`src/rtl/uart_pkg.sv`:
```
// uart_pkg: shared definitions for the memory-mapped UART.
//   - register byte offsets within the UART window
//   - bit positions inside the STATUS register
//   - uart_state_t, the state type used by both the TX and RX shifters
//   - MIN_DIVISOR and clampDivisor(), which keep the bit time long enough
//     for the receiver's half-bit count to be meaningful
package uart_pkg;

  localparam logic [3:0] UART_DATA    = 4'h0;
  localparam logic [3:0] UART_STATUS  = 4'h4;
  localparam logic [3:0] UART_DIVISOR = 4'h8;

  localparam int STAT_TX_FULL    = 0;
  localparam int STAT_TX_IDLE    = 1;
  localparam int STAT_RX_VALID   = 2;
  localparam int STAT_RX_OVERRUN = 3;
  localparam int STAT_FRAME_ERR  = 4;

  localparam logic [15:0] MIN_DIVISOR = 16'd4;

  typedef enum logic [1:0] {
    IDLE  = 2'd0,
    START = 2'd1,
    DATA  = 2'd2,
    STOP  = 2'd3
  } uart_state_t;

  function automatic logic [15:0] clampDivisor(input logic [15:0] value);
    return (value < MIN_DIVISOR) ? MIN_DIVISOR : value;
  endfunction

endpackage

```
`src/rtl/uart_fifo.sv`:
```
// uart_fifo: synchronous first-word-fall-through FIFO.
// Ports:
//   clk, reset          clock and asynchronous active-high reset
//   push_i, data_i      write request and write data
//   pop_i               read request; data_o always shows the head entry
//   data_o              head entry (undefined content when empty_o is set)
//   full_o, empty_o     occupancy flags
//   count_o             number of stored entries, 0..DEPTH
// DEPTH must be a power of two so the pointers wrap for free.
module uart_fifo #(
  parameter int WIDTH = 8,
  parameter int DEPTH = 16
) (
  input  logic                     clk,
  input  logic                     reset,
  input  logic                     push_i,
  input  logic [WIDTH-1:0]         data_i,
  input  logic                     pop_i,
  output logic [WIDTH-1:0]         data_o,
  output logic                     full_o,
  output logic                     empty_o,
  output logic [$clog2(DEPTH):0]   count_o
);

  localparam int PW = $clog2(DEPTH);
  localparam int CW = PW + 1;
  localparam logic [CW-1:0] FULL_COUNT = CW'(DEPTH);

  logic [WIDTH-1:0] mem_q [DEPTH];
  logic [PW-1:0]    wrPtr_q, wrPtr_d;
  logic [PW-1:0]    rdPtr_q, rdPtr_d;
  logic [CW-1:0]    count_q, count_d;
  logic             doPush, doPop;

  assign empty_o = (count_q == '0);
  assign full_o  = (count_q == FULL_COUNT);
  assign count_o = count_q;
  assign data_o  = mem_q[rdPtr_q];

  // A pop frees the head slot in the same cycle, so a push into a full
  // FIFO is accepted whenever it is paired with a pop.
  assign doPop  = pop_i & ~empty_o;
  assign doPush = push_i & (~full_o | doPop);

  always_comb begin
    wrPtr_d = wrPtr_q;
    rdPtr_d = rdPtr_q;
    count_d = count_q;
    if (doPush) wrPtr_d = wrPtr_q + PW'(1);
    if (doPop)  rdPtr_d = rdPtr_q + PW'(1);
    case ({doPush, doPop})
      2'b10:   count_d = count_q + CW'(1);
      2'b01:   count_d = count_q - CW'(1);
      default: count_d = count_q;
    endcase
  end

  always_ff @(posedge clk) begin
    if (doPush) mem_q[wrPtr_q] <= data_i;
  end

  always_ff @(posedge clk or posedge reset) begin
    if (reset) begin
      wrPtr_q <= '0;
      rdPtr_q <= '0;
      count_q <= '0;
    end else begin
      wrPtr_q <= wrPtr_d;
      rdPtr_q <= rdPtr_d;
      count_q <= count_d;
    end
  end

endmodule

```
`src/rtl/uart_mmio.sv`:
```
// uart_mmio: memory-mapped 8N1 UART with TX/RX FIFOs.
// Ports:
//   clk, reset                    clock and asynchronous active-high reset
//   address                       byte offset in the UART window ([1:0] ignored)
//   enable                        access strobe from the address decoder
//   write_enable, write_data      register write
//   read_enable, read_data        register read; read_data is registered
//   wait_o                        stall request, always 0 (named wait_o
//                                 because wait is a reserved word)
//   uart_rx                       asynchronous serial input
//   uart_tx                       serial output, idles high
// Registers: 0x0 DATA, 0x4 STATUS, 0x8 DIVISOR (clocks per bit).
module uart_mmio
  import uart_pkg::*;
#(
  parameter int FIFO_DEPTH      = 16,
  parameter int DEFAULT_DIVISOR = 434
) (
  input  logic        clk,
  input  logic        reset,
  input  logic [3:0]  address,
  input  logic        enable,
  input  logic        write_enable,
  input  logic [31:0] write_data,
  input  logic        read_enable,
  output logic [31:0] read_data,
  output logic        wait_o,
  input  logic        uart_rx,
  output logic        uart_tx
);

  localparam int          CW            = $clog2(FIFO_DEPTH) + 1;
  localparam logic [15:0] RESET_DIVISOR = 16'(DEFAULT_DIVISOR);

  // Bus decode
  logic [3:0] regOffset;
  logic       busWrite, busRead;
  logic       dataWrite, statusWrite, divWrite, dataRead;
  logic       unusedInputs;

  assign regOffset   = {address[3:2], 2'b00};
  assign busWrite    = enable & write_enable;
  assign busRead     = enable & read_enable;
  assign dataWrite   = busWrite & (regOffset == UART_DATA);
  assign statusWrite = busWrite & (regOffset == UART_STATUS);
  assign divWrite    = busWrite & (regOffset == UART_DIVISOR);
  assign dataRead    = busRead  & (regOffset == UART_DATA);
  assign unusedInputs = ^{address[1:0], write_data[31:16]};

  // Register state
  logic [15:0] divisor_q, divisor_d;
  logic        overrun_q, overrun_d;
  logic        frameErr_q, frameErr_d;
  logic [31:0] readData_q, readData_d;
  logic [31:0] statusWord;

  // FIFO interfaces
  logic          txPop, txFull, txEmpty;
  logic [7:0]    txFifoData;
  logic [CW-1:0] txCount;
  logic          rxPush, rxPop, rxFull, rxEmpty;
  logic [7:0]    rxFifoData;
  logic [CW-1:0] rxCount;

  // TX shifter state
  uart_state_t txState_q, txState_d;
  logic [15:0] txCnt_q, txCnt_d;
  logic [15:0] txDiv_q, txDiv_d;
  logic [2:0]  txBit_q, txBit_d;
  logic [7:0]  txShift_q, txShift_d;
  logic        txLine_q, txLine_d;
  logic        txBitEnd, txIdle;

  // RX shifter state
  logic        rxSync1_q, rxSync2_q, rxPrev_q;
  uart_state_t rxState_q, rxState_d;
  logic [15:0] rxCnt_q, rxCnt_d;
  logic [15:0] rxDiv_q, rxDiv_d;
  logic [2:0]  rxBit_q, rxBit_d;
  logic [7:0]  rxShift_q, rxShift_d;
  logic        rxWaitHigh_q, rxWaitHigh_d;
  logic        rxBitEnd, rxHalfEnd, rxValid;
  logic        rxFrameErrSet, rxOverrunSet;

  uart_fifo #(.WIDTH(8), .DEPTH(FIFO_DEPTH)) txFifo (
    .clk     (clk),
    .reset   (reset),
    .push_i  (dataWrite),
    .data_i  (write_data[7:0]),
    .pop_i   (txPop),
    .data_o  (txFifoData),
    .full_o  (txFull),
    .empty_o (txEmpty),
    .count_o (txCount)
  );

  uart_fifo #(.WIDTH(8), .DEPTH(FIFO_DEPTH)) rxFifo (
    .clk     (clk),
    .reset   (reset),
    .push_i  (rxPush),
    .data_i  (rxShift_q),
    .pop_i   (rxPop),
    .data_o  (rxFifoData),
    .full_o  (rxFull),
    .empty_o (rxEmpty),
    .count_o (rxCount)
  );

  assign wait_o    = 1'b0;
  assign read_data = readData_q;
  assign uart_tx   = txLine_q;

  assign txIdle  = (txCount == '0) && (txState_q == IDLE);
  assign rxValid = (rxCount != '0);
  assign rxPop   = dataRead & ~rxEmpty;

  // A push that finds the FIFO full is only lost if no pop frees a slot
  // in the same cycle.
  assign rxOverrunSet = rxPush & rxFull & ~rxPop;

  always_comb begin
    statusWord                  = '0;
    statusWord[STAT_TX_FULL]    = txFull;
    statusWord[STAT_TX_IDLE]    = txIdle;
    statusWord[STAT_RX_VALID]   = rxValid;
    statusWord[STAT_RX_OVERRUN] = overrun_q;
    statusWord[STAT_FRAME_ERR]  = frameErr_q;
  end

  // Register file: divisor, sticky flags (a new error wins over a
  // same-cycle clear), and the registered read port.
  always_comb begin
    divisor_d  = divisor_q;
    overrun_d  = overrun_q;
    frameErr_d = frameErr_q;
    readData_d = readData_q;
    if (divWrite) divisor_d = clampDivisor(write_data[15:0]);
    if (statusWrite && write_data[STAT_RX_OVERRUN]) overrun_d  = 1'b0;
    if (statusWrite && write_data[STAT_FRAME_ERR])  frameErr_d = 1'b0;
    if (rxOverrunSet)  overrun_d  = 1'b1;
    if (rxFrameErrSet) frameErr_d = 1'b1;
    if (busRead) begin
      case (regOffset)
        UART_DATA:    readData_d = rxEmpty ? 32'd0 : {1'b1, 23'd0, rxFifoData};
        UART_STATUS:  readData_d = statusWord;
        UART_DIVISOR: readData_d = {16'd0, divisor_q};
        default:      readData_d = 32'd0;
      endcase
    end
  end

  always_ff @(posedge clk or posedge reset) begin
    if (reset) begin
      divisor_q  <= RESET_DIVISOR;
      overrun_q  <= 1'b0;
      frameErr_q <= 1'b0;
      readData_q <= '0;
    end else begin
      divisor_q  <= divisor_d;
      overrun_q  <= overrun_d;
      frameErr_q <= frameErr_d;
      readData_q <= readData_d;
    end
  end

  // TX shifter. The line is registered from the current state, so it lags
  // the state by one cycle; every bit still lasts exactly txDiv_q clocks.
  // STOP chains straight into START when another byte is waiting.
  assign txBitEnd = (txCnt_q == txDiv_q - 16'd1);

  always_comb begin
    txState_d = txState_q;
    txCnt_d   = txCnt_q;
    txDiv_d   = txDiv_q;
    txBit_d   = txBit_q;
    txShift_d = txShift_q;
    txPop     = 1'b0;
    case (txState_q)
      IDLE: begin
        if (!txEmpty) begin
          txPop     = 1'b1;
          txShift_d = txFifoData;
          txDiv_d   = divisor_q;
          txCnt_d   = '0;
          txState_d = START;
        end
      end
      START: begin
        if (txBitEnd) begin
          txCnt_d   = '0;
          txBit_d   = '0;
          txState_d = DATA;
        end else begin
          txCnt_d = txCnt_q + 16'd1;
        end
      end
      DATA: begin
        if (txBitEnd) begin
          txCnt_d   = '0;
          txShift_d = {1'b0, txShift_q[7:1]};
          txBit_d   = txBit_q + 3'd1;
          if (txBit_q == 3'd7) txState_d = STOP;
        end else begin
          txCnt_d = txCnt_q + 16'd1;
        end
      end
      STOP: begin
        if (txBitEnd) begin
          txCnt_d = '0;
          if (!txEmpty) begin
            txPop     = 1'b1;
            txShift_d = txFifoData;
            txDiv_d   = divisor_q;
            txState_d = START;
          end else begin
            txState_d = IDLE;
          end
        end else begin
          txCnt_d = txCnt_q + 16'd1;
        end
      end
      default: txState_d = IDLE;
    endcase
    case (txState_q)
      START:   txLine_d = 1'b0;
      DATA:    txLine_d = txShift_q[0];
      default: txLine_d = 1'b1;
    endcase
  end

  always_ff @(posedge clk or posedge reset) begin
    if (reset) begin
      txState_q <= IDLE;
      txCnt_q   <= '0;
      txDiv_q   <= RESET_DIVISOR;
      txBit_q   <= '0;
      txShift_q <= '0;
      txLine_q  <= 1'b1;
    end else begin
      txState_q <= txState_d;
      txCnt_q   <= txCnt_d;
      txDiv_q   <= txDiv_d;
      txBit_q   <= txBit_d;
      txShift_q <= txShift_d;
      txLine_q  <= txLine_d;
    end
  end

  // RX shifter. A falling edge on the synchronised line starts a half-bit
  // count; from there every sample lands mid-bit. After a bad stop bit the
  // receiver stays in STOP until the line is high again, so a held-low line
  // cannot be mistaken for a new start bit.
  assign rxBitEnd  = (rxCnt_q == rxDiv_q - 16'd1);
  assign rxHalfEnd = (rxCnt_q == (rxDiv_q >> 1) - 16'd1);

  always_comb begin
    rxState_d     = rxState_q;
    rxCnt_d       = rxCnt_q;
    rxDiv_d       = rxDiv_q;
    rxBit_d       = rxBit_q;
    rxShift_d     = rxShift_q;
    rxWaitHigh_d  = rxWaitHigh_q;
    rxPush        = 1'b0;
    rxFrameErrSet = 1'b0;
    case (rxState_q)
      IDLE: begin
        if (rxPrev_q && !rxSync2_q) begin
          rxDiv_d   = divisor_q;
          rxCnt_d   = '0;
          rxState_d = START;
        end
      end
      START: begin
        if (rxHalfEnd) begin
          rxCnt_d   = '0;
          rxBit_d   = '0;
          rxState_d = rxSync2_q ? IDLE : DATA;
        end else begin
          rxCnt_d = rxCnt_q + 16'd1;
        end
      end
      DATA: begin
        if (rxBitEnd) begin
          rxCnt_d   = '0;
          rxShift_d = {rxSync2_q, rxShift_q[7:1]};
          rxBit_d   = rxBit_q + 3'd1;
          if (rxBit_q == 3'd7) rxState_d = STOP;
        end else begin
          rxCnt_d = rxCnt_q + 16'd1;
        end
      end
      STOP: begin
        if (rxWaitHigh_q) begin
          if (rxSync2_q) begin
            rxWaitHigh_d = 1'b0;
            rxState_d    = IDLE;
          end
        end else if (rxBitEnd) begin
          rxCnt_d = '0;
          if (rxSync2_q) begin
            rxPush    = 1'b1;
            rxState_d = IDLE;
          end else begin
            rxFrameErrSet = 1'b1;
            rxWaitHigh_d  = 1'b1;
          end
        end else begin
          rxCnt_d = rxCnt_q + 16'd1;
        end
      end
      default: rxState_d = IDLE;
    endcase
  end

  always_ff @(posedge clk or posedge reset) begin
    if (reset) begin
      rxSync1_q    <= 1'b1;
      rxSync2_q    <= 1'b1;
      rxPrev_q     <= 1'b1;
      rxState_q    <= IDLE;
      rxCnt_q      <= '0;
      rxDiv_q      <= RESET_DIVISOR;
      rxBit_q      <= '0;
      rxShift_q    <= '0;
      rxWaitHigh_q <= 1'b0;
    end else begin
      rxSync1_q    <= uart_rx;
      rxSync2_q    <= rxSync1_q;
      rxPrev_q     <= rxSync2_q;
      rxState_q    <= rxState_d;
      rxCnt_q      <= rxCnt_d;
      rxDiv_q      <= rxDiv_d;
      rxBit_q      <= rxBit_d;
      rxShift_q    <= rxShift_d;
      rxWaitHigh_q <= rxWaitHigh_d;
    end
  end

endmodule

```
`config.mk`:
```
export PLATFORM = sky130hd
export DESIGN_NAME = uart_mmio
export DESIGN_NICKNAME = d
export VERILOG_FILES = /design/src/rtl/uart_pkg.sv /design/src/rtl/uart_fifo.sv /design/src/rtl/uart_mmio.sv
export SDC_FILE = /design/constraint.sdc
export NUM_CORES = 1
export LEC_CHECK = 0
export ABC_AREA = 0
export CORE_MARGIN = 4
export CORE_UTILIZATION = 47
export CTS_CLUSTER_SIZE = 40
export DETAILED_ROUTE_END_ITERATION = 10
export DONT_BUFFER_PORTS = 1
export MAX_ROUTING_LAYER = met4
export SLEW_MARGIN = 20
export SYNTH_ARGS = -nofsm -noshare
export SYNTH_HDL_FRONTEND = slang
export SYNTH_HIERARCHICAL = 1
export SYNTH_SLANG_ARGS = --single-unit
```
`constraint.sdc`:
```
create_clock -name clk -period 11 [get_ports clk]
set_input_delay 2.2 -clock clk [delete_from_list [all_inputs] [get_ports clk]]
set_output_delay 2.2 -clock clk [all_outputs]
set_load 0.05 [all_outputs]
```
==> flow_metrics.env <==
export IMPL_slew_headroom=0.3575
export IMPL_p_switching_w=0.001764
export IMPL_cts_hold_buffers=0
export IMPL_power_density_mw_per_mm2=247.2
export IMPL_syn2layout_area_growth_pct=9.828
export IMPL_wl_met3_mm=1.920
export IMPL_yosysUniqueCellTypes=82
export IMPL_final_common_cell="edfxtp_1"
export IMPL_seqPwrFrac=0.414
export IMPL_rsz0062_at_grt="false"
export IMPL_synth_seq_cells=412
export IMPL_tns_ns=0
export IMPL_irDropWorstVdd_uv=141.9
export IMPL_p_int_w=0.003480
export IMPL_period_share=0.4766
export IMPL_critPathLaunchType="flip-flop"
export IMPL_yosysWarnings=6
export IMPL_avgViaCountPerCell=5.809
export IMPL_antenna_found_initial=0
export IMPL_grt_start_max_net_pins=85
export IMPL_clockBufferDepth=3
export IMPL_max_freq_mhz=190.7
export IMPL_setup_viol=0
export IMPL_hp_start="rxSync1_q$_DFF_PP1_"
export IMPL_ys_seq_area_frac=0.6014
export IMPL_netSwitchingFraction=0.3364
export IMPL_drt_iter0_drc=934
export IMPL_wl_met1_mm=18.50
export IMPL_first_pass_iters=5
export IMPL_totalWireLength_mm=40.67
export IMPL_leakage_nw=7.827
export IMPL_syn_inst=1396
export IMPL_cp_end_kind="flip-flop"
export IMPL_gr_total_overflow=0
export IMPL_r2r_setup_slack_ns=5.76
export IMPL_clkTransAtPathRegs_ns=0.06
export IMPL_cts_resized=0
export IMPL_power_frac_clock=0.286
export IMPL_worst_slew_pin_slew_ns=0.9564
export IMPL_post_route_drc_count=0
export IMPL_detail_route_antenna_nets=0
export IMPL_crit_start="txDiv_q[2]$_DFFE_PP0P_"
export IMPL_post_cts_buffers=0
export IMPL_antennaDiodeCount=0
export IMPL_synth_edf_count=256
export IMPL_holdWs_ns=0.3598
export IMPL_layout_common_cells="edfxtp_1, dfrtp_1, nand2_1"
export IMPL_worstPathRequired_ns=11.48
export IMPL_io_buffers=0
export IMPL_clock_sinks=412
export IMPL_die_h_um=210.7
export IMPL_htreeDepth=2
export IMPL_wl_met2_mm=19.32
export IMPL_dieArea_mm2=0.04440
export IMPL_maxUsedRoutingLayer="met4"
export IMPL_grt_pass1_vias=11160
export IMPL_cts_buffers=43
export IMPL_synthFlopType="edfxtp_1"
export IMPL_clock_root_buffer="clkbuf_16"
export IMPL_core_area_mm2=0.04019
export IMPL_maxCapViolations=0
export IMPL_ios=76
export IMPL_die_width_um=210.7
export IMPL_nNetsFinal=1450
export IMPL_gp_congestion=0.8857
export IMPL_p_comb_frac=0.300
export IMPL_grtUsageTotal=0.1886
export IMPL_drv_slew=0
export IMPL_clk_insertion_delay_late_ns=0.56
export IMPL_hold_violations=0
export IMPL_wire_per_inst_um=21.02
export IMPL_num_vias=11240
export IMPL_rows=73
export IMPL_critPathKind="reg2reg"
export IMPL_hold_class="reg2reg"
export IMPL_crit_arrival_ns=5.72
export IMPL_syn_area_mm2=0.01931
export IMPL_status="finished clean"
export IMPL_grt_pass1_wl_mm=64.35
export IMPL_initial_utilization=0.4805
export IMPL_syn_area_per_cell_um2=13.83
export IMPL_r2r_start="txDiv_q[2]$_DFFE_PP0P_"
export IMPL_dp_hpwl_mm=26.97
export IMPL_drive_gt1_frac=0.1745
export IMPL_synthArstFlopShare=0.3786
export IMPL_cts_tree="done"
export IMPL_crit_end="txFifo/count_o[4]$_DFFE_PP0P_"
export IMPL_worst_clock_skew_ns=0.01509
export IMPL_crit_fanout=14
export IMPL_finalCriticalPeriod_ns=5.243
export IMPL_regToRegEndpoint="txFifo/count_o[4]$_DFFE_PP0P_"
export IMPL_rr_worst_depth=15
worst min-delay path by stage:
stage | depth (start not counted) | to
2_1_floorplan | 0 | rxSync2_q$_DFF_PP1_
3_3_place_gp | 0 | rxSync2_q$_DFF_PP1_
3_5_place_dp | 0 | rxSync2_q$_DFF_PP1_
4_1_cts | 0 | rxSync2_q$_DFF_PP1_
5_1_grt | 0 | rxSync2_q$_DFF_PP1_
6_report | 0 | rxSync2_q$_DFF_PP1_
synthesized netlist by cell type, types with 19 or more instances:
| cell type | number | area share |
|---|---|---|
| edfxtp_1 | 256 | 0.40 |
| nand3_1 | 41 | 0.011 |
| o21ai_0 | 38 | 0.0098 |
| xor2_1 | 24 | 0.011 |
| and2_1 | 31 | 0.010 |
| nand2_1 | 86 | 0.017 |
| nand2b_1 | 26 | 0.0084 |
| mux4_2 | 64 | 0.075 |
| a21oi_1 | 43 | 0.011 |
| dfstp_2 | 19 | 0.026 |
| mux2_2 | 45 | 0.026 |
| nor2_1 | 33 | 0.0064 |
| xnor2_1 | 51 | 0.023 |
| a22oi_1 | 40 | 0.016 |
| inv_1 | 44 | 0.0086 |
| and3_1 | 27 | 0.0087 |
| ha_1 | 31 | 0.020 |
| dfrtp_1 | 137 | 0.18 |
| a31oi_1 | 30 | 0.0097 |
| clkbuf_1 | 57 | 0.011 |
| buf_4 | 19 | 0.0074 |
routing by layer:
metal  global-route usage  up-vias
met5                    -        -
met4              0.04561        0
met3              0.03594       65
met2               0.2917      206
met1               0.2623     5705
li1                     -     5264
worst max-delay path, cell delays in order, from the launching register on:
cell,delay [ns]
dfrtp_1,0.47
nor4_4,0.72
nand3_1,0.22
or3_1,0.42
a211o_1,0.33
nor4_4,0.46
and2_1,0.25
a21oi_1,0.09
nor3_2,0.56
o21ai_2,0.19
or2_2,0.34
fa_1,0.40
nand2b_1,0.18
a211o_1,0.27
o31a_1,0.10
o211ai_1,0.15
registers in the layout, indices dropped and copies added (netlist names), 5 cells and up, named ones only:
| signal | flops |
|---|---|
| divisor_q | 16 |
| read_data | 17 |
| rxCnt_q | 16 |
| rxDiv_q | 16 |
| rxFifo/count_o | 5 |
| rxFifo/mem_q | 128 |
| rxShift_q | 8 |
| txCnt_q | 16 |
| txDiv_q | 16 |
| txFifo/count_o | 5 |
| txFifo/mem_q | 128 |
| txShift_q | 8 |
area by class of cell:
class                           instances  area [um^2]
Fill cell                            3304        18980
Sequential cell                       412        11620
Multi-Input combinational cell        861         7179
Clock buffer                           55         1181
Tap cell                              525        656.9
Clock inverter                         25        307.8
Inverter                               44        170.2
Timing Repair Buffer                   13        97.59
metrics by stage:
step           std cells  instance area (um^2)    util  total power [W]  setup WS [ns]
4_1_cts             1935                 21190  0.5273         0.005294          5.396
3_3_place_gp        1855                 19700  0.4903         0.003752          5.511
5_1_grt             1935                 21210  0.5278         0.005550          5.345
3_5_place_dp        1855                 19700  0.4903         0.003784          5.440
6_report            1935                 21210  0.5278         0.005244          5.757
2_1_floorplan       1411                 19370       -         0.003420          5.362
kinds of logic after synthesis:
| kind of cell | synth area share |
|---|---|
| xor gates and xnor gates | 0.03518 |
| DFF | 0.6014 |
| other | 0.0001942 |
| AOI/OAI and AO/OA | 0.08539 |
| muxes | 0.1214 |
| and+or+nand+nor | 0.1027 |
| adders and majority gates | 0.02216 |
| buffers and inverters | 0.03155 |
power groups by stage:
stage	clock [W]	sequential [W]	combinational, W
2_1_floorplan	0	0.00204	0.00138
3_3_place_gp	0	0.00219	0.00156
3_5_place_dp	0	0.00219	0.00159
4_1_cts	0.00153	0.00217	0.00159
5_1_grt	0.00160	0.00220	0.00175
6_report	0.00150	0.00217	0.00158
Power figures use the tool's default switching activity.
